**src/rtl/spi_command_rx.sv**
```systemverilog
// spi_command_rx: SPI mode-0 slave byte receiver feeding a command FIFO.
// Host bytes are deserialised MSB-first and pushed into a circular buffer.
// A status byte {overflow, full, empty, min(level,31)} is shifted back on MISO.
module spi_command_rx #(
    parameter int FIFO_DEPTH  = 16,
    parameter int SYNC_STAGES = 2
) (
    input  logic                          clk,
    input  logic                          reset,
    input  logic                          spi_sck,
    input  logic                          spi_cs_n,
    input  logic                          spi_mosi,
    output logic                          spi_miso,
    output logic [7:0]                    out_byte,
    output logic                          out_ready,
    input  logic                          next,
    input  logic                          flush,
    input  logic                          clear_overflow,
    output logic                          overflow,
    output logic [$clog2(FIFO_DEPTH):0]   level
);

    localparam int AW = $clog2(FIFO_DEPTH);
    localparam int LW = AW + 1;
    localparam logic [LW-1:0] DEPTH_L = LW'(FIFO_DEPTH);

    // ------------------------------------------------------------------
    // Synchronisers and edge detection
    // ------------------------------------------------------------------
    logic [SYNC_STAGES-1:0] sck_sync_q;
    logic [SYNC_STAGES-1:0] cs_sync_q;
    logic [SYNC_STAGES-1:0] mosi_sync_q;
    logic                   sck_hist_q;
    logic                   cs_hist_q;

    logic sck_s, cs_s, mosi_s;
    logic sck_rise, sck_fall, cs_fall, cs_rise;

    assign sck_s  = sck_sync_q[SYNC_STAGES-1];
    assign cs_s   = cs_sync_q[SYNC_STAGES-1];
    assign mosi_s = mosi_sync_q[SYNC_STAGES-1];

    assign sck_rise = sck_s & ~sck_hist_q;
    assign sck_fall = ~sck_s & sck_hist_q;
    assign cs_fall  = ~cs_s & cs_hist_q;
    assign cs_rise  = cs_s & ~cs_hist_q;

    // Bring the SPI pins into the clk domain; cs_n idles high so it resets high
    always_ff @(posedge clk or negedge reset) begin
        if (!reset) begin
            sck_sync_q  <= '0;
            cs_sync_q   <= '1;
            mosi_sync_q <= '0;
            sck_hist_q  <= 1'b0;
            cs_hist_q   <= 1'b1;
        end else begin
            sck_sync_q  <= {sck_sync_q[SYNC_STAGES-2:0], spi_sck};
            cs_sync_q   <= {cs_sync_q[SYNC_STAGES-2:0], spi_cs_n};
            mosi_sync_q <= {mosi_sync_q[SYNC_STAGES-2:0], spi_mosi};
            sck_hist_q  <= sck_s;
            cs_hist_q   <= cs_s;
        end
    end

    // ------------------------------------------------------------------
    // FIFO state
    // ------------------------------------------------------------------
    logic [7:0]    mem_q [FIFO_DEPTH];
    logic [AW-1:0] rd_ptr_q, rd_ptr_d;
    logic [AW-1:0] wr_ptr_q, wr_ptr_d;
    logic [LW-1:0] level_q, level_d;
    logic          overflow_q, overflow_d;

    logic       full, empty;
    logic [4:0] lvl_sat;
    logic [7:0] status;

    assign full  = (level_q == DEPTH_L);
    assign empty = (level_q == '0);

    // Level saturates at 31 so it always fits the 5-bit status field
    always_comb begin
        lvl_sat = 5'd31;
        if (32'(level_q) < 32'd31) lvl_sat = 5'(level_q);
    end

    assign status = {overflow_q, full, empty, lvl_sat};

    // ------------------------------------------------------------------
    // Frame / shift logic
    // ------------------------------------------------------------------
    logic [2:0] bit_ctr_q, bit_ctr_d;
    logic [7:0] rx_shift_q, rx_shift_d;
    logic [7:0] tx_reg_q, tx_reg_d;
    logic       push;
    logic [7:0] push_byte;

    assign push_byte = {rx_shift_q[6:0], mosi_s};

    // Frame boundaries win over data edges; the eighth rising edge pushes
    // the completed byte and reloads the status byte for the host.
    always_comb begin
        bit_ctr_d  = bit_ctr_q;
        rx_shift_d = rx_shift_q;
        tx_reg_d   = tx_reg_q;
        push       = 1'b0;
        if (cs_fall) begin
            bit_ctr_d = '0;
            tx_reg_d  = status;
        end else if (cs_rise) begin
            // Partial byte is abandoned: only the counter matters, since
            // the next byte shifts a full eight bits through rx_shift.
            bit_ctr_d = '0;
        end else if (!cs_s) begin
            if (sck_rise) begin
                rx_shift_d = push_byte;
                if (bit_ctr_q == 3'd7) begin
                    push      = 1'b1;
                    bit_ctr_d = '0;
                    tx_reg_d  = status;
                end else begin
                    bit_ctr_d = bit_ctr_q + 3'd1;
                end
            end else if (sck_fall) begin
                tx_reg_d = {tx_reg_q[6:0], 1'b0};
            end
        end
    end

    // Shift/counter registers
    always_ff @(posedge clk or negedge reset) begin
        if (!reset) begin
            bit_ctr_q  <= '0;
            rx_shift_q <= '0;
            tx_reg_q   <= '0;
        end else begin
            bit_ctr_q  <= bit_ctr_d;
            rx_shift_q <= rx_shift_d;
            tx_reg_q   <= tx_reg_d;
        end
    end

    // ------------------------------------------------------------------
    // FIFO control
    // ------------------------------------------------------------------
    logic pop, push_ok, wr_en;

    // Flush beats push and pop; a full FIFO still accepts a push when a pop
    // frees a slot in the same cycle. Setting overflow beats clearing it.
    always_comb begin
        pop        = next & ~empty;
        push_ok    = push & (~full | pop);
        wr_en      = 1'b0;
        rd_ptr_d   = rd_ptr_q;
        wr_ptr_d   = wr_ptr_q;
        level_d    = level_q;
        overflow_d = overflow_q;

        if (clear_overflow) overflow_d = 1'b0;

        if (flush) begin
            rd_ptr_d = '0;
            wr_ptr_d = '0;
            level_d  = '0;
        end else begin
            if (push && !push_ok) overflow_d = 1'b1;
            if (push_ok) begin
                wr_en    = 1'b1;
                wr_ptr_d = wr_ptr_q + 1'b1;
            end
            if (pop) rd_ptr_d = rd_ptr_q + 1'b1;
            if (push_ok && !pop)      level_d = level_q + 1'b1;
            else if (pop && !push_ok) level_d = level_q - 1'b1;
        end
    end

    // Pointer, level and sticky overflow registers
    always_ff @(posedge clk or negedge reset) begin
        if (!reset) begin
            rd_ptr_q   <= '0;
            wr_ptr_q   <= '0;
            level_q    <= '0;
            overflow_q <= 1'b0;
        end else begin
            rd_ptr_q   <= rd_ptr_d;
            wr_ptr_q   <= wr_ptr_d;
            level_q    <= level_d;
            overflow_q <= overflow_d;
        end
    end

    // Storage; cleared on reset so the head reads 0 out of reset
    always_ff @(posedge clk or negedge reset) begin
        if (!reset) begin
            for (int i = 0; i < FIFO_DEPTH; i++) mem_q[i] <= '0;
        end else if (wr_en) begin
            mem_q[wr_ptr_q] <= push_byte;
        end
    end

    // ------------------------------------------------------------------
    // Outputs
    // ------------------------------------------------------------------
    assign out_byte  = mem_q[rd_ptr_q];
    assign out_ready = ~empty;
    assign level     = level_q;
    assign overflow  = overflow_q;
    assign spi_miso  = ~cs_s & tx_reg_q[7];

endmodule
```
**config.mk**
```make
export PLATFORM = sky130hd
export DESIGN_NAME = spi_command_rx
export DESIGN_NICKNAME = d
export VERILOG_FILES = /design/src/rtl/spi_command_rx.sv
export SDC_FILE = /design/constraint.sdc
export NUM_CORES = 1
export LEC_CHECK = 0
export ABC_CLOCK_PERIOD_IN_PS = 3500
export CORE_ASPECT_RATIO = 1.4
export CORE_MARGIN = 1.5
export CORE_UTILIZATION = 62
export CTS_CLUSTER_DIAMETER = 150
export DETAILED_ROUTE_END_ITERATION = 7
export PLACE_DENSITY_LB_ADDON = 0.15
export SLEW_MARGIN = 30
export SYNTH_ARGS = -nofsm -noshare
export SYNTH_HDL_FRONTEND = slang
export SYNTH_SLANG_ARGS = --single-unit
```
**constraint.sdc**
```tcl
create_clock -name clk -period 3.5 [get_ports clk]
set_input_delay 0.35 -clock clk [delete_from_list [all_inputs] [get_ports clk]]
set_output_delay 0.35 -clock clk [all_outputs]
set_load 0.005 [all_outputs]
```
==> key figures, run 1 <==
STA
  – FMAX: 295 MHz
  – Hold Fails Final Rpt: 0
  – Final WS setup: 0.114 ns
  – Final setup TNS: 0 ns
  – Final Max Slew Viols: 0
  – Minimum clock period: 3.39 ns
  – RSZ-0062 raised after global routing: false
  – Setup violations, final: 0
  – Clock skew: 0.00890 ns
  – Least-Margin Pin Slew: 0.842 ns
  – Period utilization: 0.967
  – Hold WS: 0.337 ns
  – Normalized max-slew margin: 0.435

GRT
  – GR Util All Layers: 0.276
  – Initial antenna violation count: 0
  – Remaining Overflow, GRT: 0
  – Vias in the first global route: 4964
  – Largest net degree at the start of global routing: 77
  – First-pass GRT wire length: 27.6 mm

Power and ir drop
  – Clock power frac: 0.355
  – Power Total: 5.00 mW
  – Seq pwr share: 0.449
  – Net Switching: 1.48 mW
  – Cell area power density: 552 mW/mm2
  – Peak supply drop: 369 uV
  – Switching share of total power: 0.296
  – Internal Power: 3.52 mW
  – Pleak: 4.13 nW
  – Combinational share of power: 0.196

Yosys
  – Synth cell count leaders: 165 x dfrtp_1, 147 x mux2_2, 40 x mux4_2
  – Synth area leader: dfrtp_1
  – Post-synth top area share: 0.515
  – Top_reg_cell synth: dfrtp_1
  – Syn. warnings: 0
  – EDFF count, synth: 0
  – Most common cell in the netlist: dfrtp_1
  – Synthesized flop and latch total: 168
  – Synth unique cells: 44
  – Synth async-reset ratio: 1.00
  – Synthesized area per cell: 15.1 um2
  – Syn Inst Count: 530
  – Sequential share of the synthesized area: 0.525
  – Synth area leaders: dfrtp_1 51%, mux2_2 21%, mux4_2 11%
  – Net count after synthesis: 554
  – Synthesized cell area: 0.00802 mm2

Floorplan
  – Starting Density: 0.629
  – Die Height: 138 um
  – Num rows: 49
  – # IOs: 24
  – Floorplan Core Area: 0.0128 mm2
  – Die W: 99.1 um
  – Total die area: 0.0136 mm2

Cells and area
  – N_diodes: 0
  – Final Cell Area: 0.00907 mm2
  – Area Overhead vs Synth: 13.1%
  – Final Instance Count excl. Fillers: 733
  – Layout cells sized above 1: 0.457
  – Fill count: 848
  – Final Util: 0.711
  – Nets: 591

Placement
  – Routability congestion estimate: 0.835
  – DP Worst Slack: 0.242 ns
  – DP HPWL: 10.7 mm
  – DP Cell Count: 699
  – Placed Instance Area: 0.00848 mm2
  – Number of port buffers: 23

CTS
  – CTS root buf: clkbuf_16
  – Clock slew at reported path FFs: 0.07 ns
  – H-tree Lvls: 4
  – Number of CTS-inserted buffers: 17
  – Sink Count: 168
  – Clock Latency Late Sink: 0.42 ns
  – Clk buf depth: 2
  – CTS tree: yes

Detailed routing
  – Vias: 4587
  – Routed WL: 16.9 mm
  – TritonRoute pass-1 iters: 4
  – DRC viols: 0
  – Post-route ant nets: 0
  – Vias per cell: 6.26
  – Routed length per instance: 23.0 um
  – Detailed Route Iter0 Violations: 246

Setup path
  – Critical Path AT: 3.68 ns
  – Crit path launch type: flop
  – CP Max Fanout: 10
  – Crit. End Element: flop
  – Critical path type: flop to flop
  – Critical Path RT: 3.80 ns

Job
  – Max Cap Viol: 0

Worst hold path
  – Tightest Hold Check Type: input port to flop

Status
  – Status: complete, no violations
## area by class of cell
class,instances,area (um2),share of cell area
clock buffer,19,443,0.0489
clock inverter,13,119,0.0131
inverter,13,48.8,0.00538
multi-input combinational,324,3660,0.404
sequential,168,4210,0.464
tap,153,191,0.0211
timing repair buffer,43,397,0.0437
## flip-flops by register name, summed over array words and instances (netlist names), 3 cells and up
name / cells
bit_ctr_q: 3
level: 5
mem_q: 128
rd_ptr_q: 4
rx_shift_q: 7
tx_reg_q: 8
wr_ptr_q: 4
## cell usage in the layout, fill, tap and decap left out, types with 3 or more instances in the layout
master           netlist  final
clkbuf_16              0     17
xnor2_1                3      3
mux2i_1                5      5
clkinv_2               0      3
buf_4                  0     18
mux2_2               147    147
o21ai_0               12     11
nand2_1               24     24
nor3_4                10     12
clkinvlp_4             0      4
dfstp_2                3      3
mux4_2                40     40
nand3_1               10     10
or3_1                  3      3
ha_1                  15     15
inv_6                  0      4
inv_1                 12     12
dfrtp_1              165    164
a21oi_1                9      9
clkdlybuf4s50_1        0     22
nor2_1                10     10
nor2b_1                3      3
## worst max-delay path: stages, from the launching register on
cell	delay, ns
dfstp_2	0.63
inv_1	0.08
ha_1	0.30
nor4b_4	0.37
buf_4	0.17
nand3_2	0.29
buf_4	0.35
nor3_4	0.64
mux2_2	0.42
## final timing paths
kind	from	endpoint	slack, ns	cells past startpoint
worst min-delay path	spi_cs_n	cs_sync_q[0]	0.34	1
min in group asynchronous	reset	wr_ptr_q[0]	0.53	2
worst max-delay path	cs_sync_q[1]	mem_q[114]	0.11	8
max in group asynchronous	reset	cs_sync_q[1]	2.04	3
worst min register to register	mosi_sync_q[0]	mosi_sync_q[1]	0.35	0
worst max register to register	cs_sync_q[1]	mem_q[114]	0.11	8
## metal layers
layer	vias to the layer above	global-route usage	part of all wire
li1	2030	-	-
met1	2443	0.347	0.39
met2	90	0.498	0.56
met3	24	0.0401	0.034
met4	0	0.0876	0.021
met5	-	0	0
## kinds of logic after synthesis
group / after synthesis / share of synthesized area
flip-flops: 168 / 0.525
AND/OR/NAND/NOR: 78 / 0.0718
XOR/XNOR: 4 / 0.00437
buffers and inverters: 38 / 0.0211
adder cells (fa/ha/maj): 16 / 0.0259
multiplexers: 192 / 0.325
AO/OA/AOI/OAI: 34 / 0.0270
## power by group through the flow
| stage | clock network (mW) | registers, mW | logic (mW) |
|---|---|---|---|
| 6_report | 1.78 | 2.25 | 0.978 |
| 2_1_floorplan | 0 | 2.18 | 0.710 |
| 3_5_place_dp | 0 | 2.28 | 0.980 |
| 3_3_place_gp | 0 | 2.27 | 0.959 |
| 5_1_grt | 1.89 | 2.27 | 1.08 |
| 4_1_cts | 1.80 | 2.24 | 0.985 |
## repair_timing
item | in CTS | in global routing
endpoints found under the setup margin | 0 | 1
buffers inserted | 0 | 1
hold buffers | 1 | 0
gates resized for setup | 0 | 4
hold endpoints to repair | 22 | 0
No activity file was read; power rests on OpenSTA's default activity.
==> run 2: changes to the inputs <==
- ABC_CLOCK_PERIOD_IN_PS: 3500 -> 2840
- CORE_UTILIZATION: 62 -> 56
- PLACE_DENSITY: default -> 0.74
- PLACE_DENSITY_LB_ADDON: 0.15 -> default
- clock period: 3.5 -> 2.84 ns (I/O delays scaled with it)
==> run 2 against run 1 <==
Compared with the run above: register-to-register slack lost 0.10 ns; worst setup slack worse by 0.10 ns; count of clock-buffer cells in the layout fell by 1; global-route usage is 3.0 points lower; final area grew 4.2%; sequential power rose by 23%; final cell count rose by 8.3%; critical path type unchanged; critical endpoint is now level[4]; highest routed layer unchanged.
==> key figures, run 2 (same netlist as run 1, synthesis figures left out) <==
STA
  – Normalized max-slew margin: 0.555
  – Minimum clock period: 2.83 ns
  – RSZ-0062 raised after global routing: true
  – Final Max Slew Viols: 0
  – Least-Margin Pin Slew: 0.667 ns
  – FMAX: 353 MHz
  – Hold Fails Final Rpt: 0
  – Clock skew: 0.00965 ns
  – Setup violations, final: 0
  – Period utilization: 0.996
  – Final setup TNS: 0 ns

Setup path
  – Crit-path slowest cell: dfstp_2
  – Crit-path cells: inv_1, ha_2, nor4b_4, o211ai_2, nand2b_4, fa_2, a21o_4, a2111oi_2, mux2i_1, o211ai_1
  – Family with the most delay on the worst path: compound AO/OA/AOI/OAI gates
  – Depth of the most critical reg-to-reg path: 10
  – Slowest stage delay, CP: 0.54 ns
  – FF-to-FF End: level[4]
  – CP Buf/Inv Count: 1
  – Critical path type: flop to flop
  – CP Max Fanout: 5
  – Crit. End Element: flop
  – Crit path launch type: flop
  – Critical Path AT: 3.17 ns
  – Worst R2R Setup Slack: 0.01 ns
  – Critical Path RT: 3.18 ns
  – Reg2reg start: cs_sync_q[1]

Floorplan
  – Die Height: 145 um
  – Die W: 104 um
  – Starting Density: 0.574
  – Num rows: 51
  – Total die area: 0.0151 mm2
  – # IOs: 24
  – Floorplan Core Area: 0.0140 mm2

CTS
  – Sink Count: 168
  – H-tree Lvls: 4
  – Number of CTS-inserted buffers: 17
  – Clk buf depth: 2
  – Clock slew at reported path FFs: 0.07 ns
  – CTS root buf: clkbuf_16
  – CTS tree: yes
  – Clock Latency Late Sink: 0.42 ns

GRT
  – Remaining Overflow, GRT: 0
  – GR Util All Layers: 0.246
  – Initial antenna violation count: 0
  – Vias in the first global route: 5054
  – First-pass GRT wire length: 27.7 mm
  – Largest net degree at the start of global routing: 62

Detailed routing
  – WL met2: 9.13 mm
  – Vias per cell: 5.96
  – TritonRoute pass-1 iters: 4
  – Vias: 4731
  – Post-route ant nets: 0
  – M1 WL: 6.99 mm
  – DRC viols: 0
  – Routed length on met3: 412 um
  – Top sig layer: met4
  – Routed WL: 16.9 mm
  – Routed length per instance: 21.3 um
  – Detailed Route Iter0 Violations: 263

Power and ir drop
  – Net Switching: 1.93 mW
  – Combinational share of power: 0.220
  – Cell area power density: 688 mW/mm2
  – Peak supply drop: 478 uV
  – Switching share of total power: 0.297
  – Clock power frac: 0.353
  – Seq pwr share: 0.427
  – Pleak: 4.40 nW
  – Internal Power: 4.57 mW

Cells and area
  – Biggest regs: mem_q (128), tx_reg_q (8), rx_shift_q (7)
  – Final Instance Count excl. Fillers: 794
  – Max FFs per register: 128
  – N_diodes: 0
  – Final Util: 0.676
  – Most frequent cells in the layout: 164 x dfrtp_1, 147 x mux2_2, 42 x buf_4
  – Most common cell after layout, fill and taps aside: dfrtp_1
  – Area Overhead vs Synth: 17.8%
  – Layout cells sized above 1: 0.496
  – Biggest register: mem_q
  – Nets: 620

Worst hold path
  – Tightest Hold Check Type: input port to flop
  – Hold Crit Depth: 1
  – Hold path endpoint: cs_sync_q[0]
  – Hold_sp: spi_cs_n

Status
  – Status: complete, no violations

Placement
  – Number of port buffers: 23
  – Routability congestion estimate: 0.797
  – DP Cell Count: 752
  – DP HPWL: 11.2 mm

Job
  – Max Cap Viol: 0
## run 2: cell types whose count changed in the layout (fill, tap and decap cells not counted), sizes merged
cell,previous run,this run
clkbuf,19,18
inv,16,15
clkdlybuf4s50,22,14
clkinv,5,6
dlygate4sd2,0,5
dlymetal6s2s,0,3
bufinv,1,2
buf,20,49
## run 2: metal layers
layer  GRT usage  vias up
met4      0.0965        0
met2       0.436       83
met1       0.299     2511
met5           0        -
met3      0.0478       33
li1            -     2104
## run 2: worst max-delay path by stage
stage / slack [ns] / cells past startpoint / start / end
floorplan: 0.01 / 10 / cs_sync_q[1] / level[4]
global placement: 0.11 / 10 / cs_hist_q / level[4]
detailed placement: -0.005 / 10 / cs_hist_q / level[4]
CTS: 0.001 / 4 / rd_ptr_q[0] / out_byte[4]
global route: -0.1 / 10 / cs_sync_q[1] / level[4]
finish: 0.01 / 10 / cs_sync_q[1] / level[4]
## run 2: power by group through the flow
stage	combinational [mW]	sequential (mW)	clock, mW
global placement	1.30	2.79	0
detailed placement	1.33	2.81	0
CTS	1.35	2.77	2.33
finish	1.43	2.77	2.29
global route	1.57	2.80	2.44
floorplan	0.906	2.69	0
## run 2: layout make-up
type,count,area (um2)
Clock buffer,18,439
Clock inverter,14,148
Fill cell,951,4530
Inverter,13,48.8
Multi-Input combinational cell,324,3700
Sequential cell,168,4210
Tap cell,185,231
Timing Repair Buffer,72,669
## run 2: metrics by stage
step	power [mW]	setup slack [ns]	hold slack, ns	cell area (um2)
CTS	6.44	0.00133	0.259	9340
detailed placement	4.14	-0.00469	0.304	8740
finish	6.50	0.0105	0.275	9450
floorplan	3.60	0.0144	-0.0116	8040
global route	6.81	-0.0963	0.266	9450
global placement	4.09	0.113	0.298	8740
## run 2: timing repair
item | 4_1_cts | 5_1_grt
pin swaps | 1 | 2
gates resized for setup | 5 | 9
endpoints found under the hold margin | 56 | 0
hold buffers | 1 | 0
buffers inserted | 1 | 8
setup endpoints to repair | 6 | 4
gates cloned | 0 | 0
==> run 3: changes to the inputs <==
- SETUP_SLACK_MARGIN: default -> 0.02
- SKIP_LAST_GASP: default -> 1
==> run 3 against run 2 <==
Compared with the run above: via count is 2.2% higher; clock power is 3% lower; count of clock-buffer cells in the layout stayed put; final area is 1.0% higher; critical path type is now flop to output port; clock skew is 0.0020 ns higher; critical path depth is 5 lower; first-iteration DRC count is 6.8% lower.
==> key figures, run 3 (same netlist as run 1, synthesis figures left out) <==
GRT
  – GR Util All Layers: 0.251
  – Initial antenna violation count: 0
  – Remaining Overflow, GRT: 0
  – Largest net degree at the start of global routing: 72
  – Vias in the first global route: 5232
  – First-pass GRT wire length: 28.2 mm

CTS
  – Clock Latency Late Sink: 0.42 ns
  – CTS tree: yes
  – Number of CTS-inserted buffers: 17
  – H-tree Lvls: 4
  – Clk buf depth: 2
  – Clock slew at reported path FFs: 0.07 ns
  – CTS root buf: clkbuf_16
  – Sink Count: 168

Placement
  – Routability congestion estimate: 0.833
  – Number of port buffers: 23
  – Placed Instance Area: 0.00877 mm2
  – DP HPWL: 11.2 mm
  – DP Cell Count: 756

Cells and area
  – Area Overhead vs Synth: 19.0%
  – Most common cell after layout, fill and taps aside: dfrtp_1
  – Fill count: 931
  – Nets: 628
  – Sequential Area: 0.00421 mm2
  – Most frequent cells in the layout: 164 x dfrtp_1, 147 x mux2_2, 48 x buf_4
  – Layout cells sized above 1: 0.498
  – Biggest register: mem_q
  – Final Instance Count excl. Fillers: 802
  – Multi-input gate area: 0.00369 mm2
  – Max FFs per register: 128
  – Final Cell Area: 0.00954 mm2
  – Biggest regs: mem_q (128), tx_reg_q (8), rx_shift_q (7)
  – N_diodes: 0

Setup path
  – Reg2reg start: cs_hist_q
  – Crit-path slowest cell: mux4_2
  – Crit path launch type: flop
  – CP Max Fanout: 8
  – CP dominant cell by count: mux4_2
  – Critical Path RT: 2.56 ns
  – Slowest stage delay, CP: 0.52 ns
  – Depth of the most critical reg-to-reg path: 10
  – Critical path type: flop to output port
  – CP Buf/Inv Count: 3
  – Worst R2R Setup Slack: 0.07 ns
  – Critical Path AT: 2.56 ns
  – Crit-path cells: buf_12, buf_16, mux4_2, mux4_2, clkdlybuf4s50_1
  – FF-to-FF End: level[4]
  – Crit. End Element: output port
  – Family with the most delay on the worst path: multiplexers

STA
  – Final setup TNS: 0 ns
  – RSZ-0062 raised after global routing: true
  – Minimum clock period: 2.84 ns
  – Clock skew: 0.0117 ns
  – Hold WS: 0.270 ns
  – Period utilization: 1.00
  – Normalized max-slew margin: 0.541
  – Least-Margin Pin Slew: 0.689 ns
  – Setup violations, final: 0
  – Hold Fails Final Rpt: 0
  – FMAX: 352 MHz
  – Final Max Slew Viols: 0

Worst hold path
  – Hold Crit Depth: 1
  – Tightest Hold Check Type: input port to flop
  – Hold_sp: spi_cs_n
  – Hold path endpoint: cs_sync_q[0]

Floorplan
  – Floorplan Core Area: 0.0140 mm2
  – Starting Density: 0.574
  – Die Height: 145 um
  – Num rows: 51
  – # IOs: 24
  – Die W: 104 um
  – Total die area: 0.0151 mm2

Detailed routing
  – Routed length per instance: 21.9 um
  – TritonRoute pass-1 iters: 4
  – Detailed Route Iter0 Violations: 245
  – Vias per cell: 6.03
  – DRC viols: 0
  – Post-route ant nets: 0
  – Routed WL: 17.5 mm
  – Vias: 4836

Job
  – Max Cap Viol: 0

Power and ir drop
  – Peak supply drop: 369 uV
  – Cell area power density: 690 mW/mm2
  – Pleak: 4.49 nW

Status
  – Status: complete, no violations
## run 3: cell count changes in the layout (fill, tap and decap cells not counted), sizes merged
cell           delta
clkbuf            +1
bufinv            -1
clkdlybuf4s50     +1
dlygate4sd2       -4
dlymetal6s2s      +3
buf               +7
inv               +4
clkinvlp          -1
clkinv            -2
## run 3: how the worst max path moves through the flow
stage | endpoint | slack, ns | cells after the start | start
2_1_floorplan | level[4] | 0.03 | 9 | level[1]
3_3_place_gp | level[4] | 0.14 | 10 | cs_hist_q
3_5_place_dp | level[4] | -0.009 | 10 | cs_hist_q
4_1_cts | out_byte[2] | -0.07 | 5 | rd_ptr_q[0]
5_1_grt | level[4] | -0.09 | 10 | cs_hist_q
6_report | out_byte[1] | 0.001 | 5 | rd_ptr_q[0]
## run 3: final cells by class
| cell class | instances | share of cell area |
|---|---|---|
| well taps | 185 | 0.0243 |
| repair buffers | 80 | 0.0834 |
| clock inverters | 14 | 0.0144 |
| clock buffers | 18 | 0.0450 |
| multi-input cells | 324 | 0.387 |
| flip-flops and latches | 168 | 0.441 |
| inverters | 13 | 0.00511 |
## run 3: routing by layer
metal / global-route usage / vias to the layer above / wire length [um]
li1: - / 2120 / -
met1: 0.302 / 2575 / 6960
met2: 0.445 / 106 / 9460
met3: 0.0469 / 35 / 542
met4: 0.107 / 0 / 585
met5: 0 / - / 0
## run 3: power breakdown
part	leakage, nW	switching (mW)	internal (mW)
Clock	0.272	0.996	1.23
Combinational	1.91	0.778	0.827
Sequential	2.31	0.230	2.53
## run 3: through the flow
step / setup WS, ns / utilization / total power, mW
floorplan: 0.0283 / - / 3.60
global placement: 0.143 / 0.628 / 4.08
detailed placement: -0.00904 / 0.628 / 4.13
CTS: -0.0727 / 0.675 / 6.52
global route: -0.0947 / 0.683 / 6.89
finish: 0.000971 / 0.683 / 6.59
## run 3: what timing repair did
item	CTS	global route
setup endpoints to repair	9	8
buffers inserted	2	8
pin swaps	1	5
gates cloned	2	1
hold buffers	1	0
gates resized for setup	3	8
endpoints found under the hold margin	66	0
## run 3: worst reg2reg max path: cells and delay by family, from the launching register on
| kind | cells | cell delay, ns |
|---|---|---|
| adder cells (fa/ha/maj) | 2 | 0.57 |
| AO/OA/AOI/OAI | 4 | 0.80 |
| buffers and inverters | 1 | 0.07 |
| flip-flops | 1 | 0.57 |
| multiplexers | 1 | 0.13 |
| AND/OR/NAND/NOR | 2 | 0.55 |
==> variant 1, RTL diff (settings of run 3) <==
`FIFO_DEPTH`: 16 -> 32.
--- a/src/rtl/spi_command_rx.sv
+++ b/src/rtl/spi_command_rx.sv
@@ -2,7 +2,7 @@
 // Host bytes are deserialised MSB-first and pushed into a circular buffer.
 // A status byte {overflow, full, empty, min(level,31)} is shifted back on MISO.
 module spi_command_rx #(
-    parameter int FIFO_DEPTH  = 16,
+    parameter int FIFO_DEPTH  = 32,
     parameter int SYNC_STAGES = 2
 ) (
     input  logic                          clk,
Ports: changed (resized level); port bits go from 24 to 25. The function was not compared with the original's and may differ.
==> variant 1 against run 3 <==
The run now ends with setup timing left; count of clock-buffer cells in the layout increased by 22; hold slack got worse by 0.15 ns; global-route usage increased by 0.52 points; setup slack got worse by 0.23 ns; sequential cell count increased by 131; final area increased by 95%; synthesized area increased by 94%; power increased by 85%; synthesized cell count increased by 90%; routed wire length increased by 100%; critical path type is now reg2reg; critical endpoint is now level[5]; highest routed layer unchanged.
==> variant 1: results <==
group,metric,value,unit
timing,finalSetupViolations,6,
placed_design,dpl_cell_area,16600,sq um
timing,setup_ws,-0.229,ns
timing,relSlewSlack,40.4,%
cts,cts_made_buffers,31,
grt,grt_usage,25.6,%
cts,clock_latency,0.57,ns
worst_setup_path,path_max_fanout,5,
grt,use_met2,43.0,%
grt,grt_max_degree,78,
placed_design,hpwl,21800,um
final_layout,fin_util,67.7,%
logic_synthesis,synth_mux_area_share,36.1,%
worst_setup_path,cp_top_family,"compound AO/OA/AOI/OAI gates",
run_status,violations,"setup timing",
worst_setup_path,end_kind,"flop",
placed_design,port_buffers,24,
final_layout,final-clk-cell-share,6.02,%
worst_setup_path,r2r-end,"level[5]",
routing,met3WireLength,1370,um
cts,clockBufferDepth,3,
pwr,comb_power,3.15,mW
routing,wl_per_cell,23.8,um
final_layout,drive_gt1_share,50.4,%
run_status,status,"complete, but fails checks",
final_layout,instances_no_fill,1496,
timing,fin_skew,0.0178,ns
routing,wl_met1,14800,um
pwr,leakage,8.90,nW
grt,grt_pass1_vias,9407,
final_layout,reg_top3,"mem_q (256), tx_reg_q (8), rx_shift_q (7)",
grt,gr-usage-met3,3.23,%
==> variant 1: worst min-delay path by stage <==
stage | slack [ns] | to | start | depth (start not counted)
2_1_floorplan | -0.01 | bit_ctr_q[0] | reset | 0
4_1_cts | 0.10 | cs_sync_q[0] | spi_cs_n | 1
3_5_place_dp | 0.29 | mem_q[134] | reset | 1
5_1_grt | 0.11 | cs_sync_q[0] | spi_cs_n | 1
6_report | 0.12 | cs_sync_q[0] | spi_cs_n | 1
3_3_place_gp | 0.29 | mem_q[134] | reset | 1
==> variant 1: timing repair <==
| action | in CTS | in global routing |
|---|---|---|
| gates cloned | 7 | 0 |
| hold endpoints to repair | 64 | 0 |
| setup buffers | 13 | 24 |
| hold buffers | 1 | 0 |
| gates resized for setup | 66 | 44 |
| pin swaps | 14 | 15 |
| setup endpoints to repair | 11 | 11 |
==> variant 2, RTL diff (flow settings as in run 3) <==
Made on the original files. Make the reset (`reset`) synchronous in 4 clocked blocks.
--- a/src/rtl/spi_command_rx.sv
+++ b/src/rtl/spi_command_rx.sv
@@ -46,7 +46,7 @@
     assign cs_rise  = cs_s & ~cs_hist_q;
 
     // Bring the SPI pins into the clk domain; cs_n idles high so it resets high
-    always_ff @(posedge clk or negedge reset) begin
+    always_ff @(posedge clk) begin
         if (!reset) begin
             sck_sync_q  <= '0;
             cs_sync_q   <= '1;
@@ -128,7 +128,7 @@
     end
 
     // Shift/counter registers
-    always_ff @(posedge clk or negedge reset) begin
+    always_ff @(posedge clk) begin
         if (!reset) begin
             bit_ctr_q  <= '0;
             rx_shift_q <= '0;
@@ -175,7 +175,7 @@
     end
 
     // Pointer, level and sticky overflow registers
-    always_ff @(posedge clk or negedge reset) begin
+    always_ff @(posedge clk) begin
         if (!reset) begin
             rd_ptr_q   <= '0;
             wr_ptr_q   <= '0;
@@ -190,7 +190,7 @@
     end
 
     // Storage; cleared on reset so the head reads 0 out of reset
-    always_ff @(posedge clk or negedge reset) begin
+    always_ff @(posedge clk) begin
         if (!reset) begin
             for (int i = 0; i < FIFO_DEPTH; i++) mem_q[i] <= '0;
         end else if (wr_en) begin
Function: differs if reset is asserted again (counterexample within 10 cycles, from zero or initial values and one cycle with reset low); with reset held inactive, the same outputs for 10 cycles.
==> variant 2 against run 3 <==
Synthesized area down 1.6%; global-route usage is 0.32 points higher; register-to-register slack improved by 0.11 ns; cell count rose by 11%; sequential cell count rose by 4; clock skew fell by 0.0011 ns; final area fell by 3.0%; setup slack better by 0.14 ns; routed wire length increased by 0.42%.
Power is not compared: it rests on default switching activity, and its combinational part moved more than twofold at a synthesized area within 25%.
==> variant 2: results <==
group,metric,value,unit
grt,grt_pass1_wl,27500,um
routing,met3WireLength,1110,um
final_layout,drive_gt1_share,20.3,%
pwr,leakage,3.16,nW
worst_setup_path,r2r-end,"level[4]",
logic_synthesis,async_flop_share,0,%
placed_design,place_congestion,0.766,
routing,wl_per_cell,19.7,um
worst_setup_path,cp.arrival,2.41,ns
final_layout,nets,719,
worst_setup_path,slowest_delay,0.49,ns
hold_path,hold_class,"reg2reg",
logic_synthesis,synth_area_leaders,"edfxtp_1 (49%), dfxtp_1 (11%), mux4_2 (9.1%)",
cts,path_clk_slew,0.06,ns
timing,relSlewSlack,56.3,%
grt,use_met2,44.8,%
logic_synthesis,avgSynthCellArea,12.1,sq um
logic_synthesis,ys_seq_area_share,59.9,%
timing,period_needed,2.70,ns
cts,cts.repair.resized,4,
worst_setup_path,endpoint,"out_byte[3]",
worst_setup_path,r2r_cells,10,
worst_setup_path,cp_slowest_cell,"mux4_2",
routing,vias,5371,
placed_design,placedCellCount,850,
worst_setup_path,path_max_fanout,9,
run_status,status,"completed",
logic_synthesis,synth_edf_count,128,
logic_synthesis,ys_types,48,
final_layout,instances_no_fill,893,
worst_setup_path,regToRegSetupSlack,0.18,ns
logic_synthesis,synth_ff_type,"edfxtp_1",
routing,drt_iter0_markers,367,
placed_design,port_buffers,23,
logic_synthesis,synth_nets,675,
grt,gr-usage-met3,4.77,%
logic_synthesis,yosysWarnings,0,
worst_setup_path,cp_top_family,"buffers and inverters",
grt,antenna_found_initial,0,
placed_design,hpwl,11500,um
timing,fin_skew,0.0106,ns
grt,grt_max_degree,37,
routing,wl_met1,6630,um
grt,grt.met1_usage,29.9,%
pwr,power_switching,1.16,mW
cts,post-cts-setup-buffers,0,
final_layout,nFillCells,998,
worst_setup_path,r2r-start,"level[2]",
placed_design,dp_slack,-0.0529,ns
logic_synthesis,synth_common_cells,"nor2_1 (146), edfxtp_1 (128), dfxtp_1 (44), nand3_1 (44), nand2_1 (38)",
cts,cts-root-buf,"clkbuf_16",
grt,grt_usage,25.4,%
routing,dr_wl_met2,9300,um
variant 2: cell families after synthesis:
logic type / count (synthesis) / synth area share [%]
AND/OR/NAND/NOR: 286 / 16.9
flip-flops: 172 / 59.9
XOR/XNOR: 4 / 0.444
AO/OA/AOI/OAI: 67 / 5.69
adder cells (fa/ha/maj): 16 / 2.63
buffers and inverters: 59 / 3.44
multiplexers: 47 / 11.0
variant 2: power by group through the flow:
stage                     combinational (mW)  clock [mW]  sequential [mW]
after global placement                 0.244           0             2.87
after global routing                   0.284        2.50             2.83
after detailed placement               0.250           0             2.88
final                                  0.264        2.39             2.82
after CTS                              0.253        2.41             2.82
after floorplan                        0.150           0             2.86
variant 2: area by class of cell:
cell class	count	area, sq um	area share [%]
Inverter	7	26.3	0.284
Clock inverter	14	180	1.95
Sequential cell	172	4730	51.1
Tap cell	185	231	2.50
Timing Repair Buffer	77	682	7.36
Clock buffer	18	429	4.63
Multi-Input combinational cell	420	2980	32.2
variant 2: per-stage QoR:
step           power (mW)  cell area [sq um]
5_1_grt              5.61               9260
3_3_place_gp         3.11               8460
2_1_floorplan        3.01               7900
4_1_cts              5.48               9090
6_report             5.47               9260
3_5_place_dp         3.13               8460
variant 2: worst min-delay path by stage:
stage | startpoint | endpoint | slack [ns] | cells past startpoint
finish | cs_sync_q[0] | cs_sync_q[1] | 0.41 | 1
global route | cs_sync_q[0] | cs_sync_q[1] | 0.43 | 1
CTS | cs_sync_q[0] | cs_sync_q[1] | 0.41 | 1
detailed placement | cs_sync_q[0] | cs_sync_q[1] | 0.40 | 1
global placement | cs_sync_q[0] | cs_sync_q[1] | 0.40 | 1
floorplan | reset | cs_sync_q[1] | 0.36 | 1
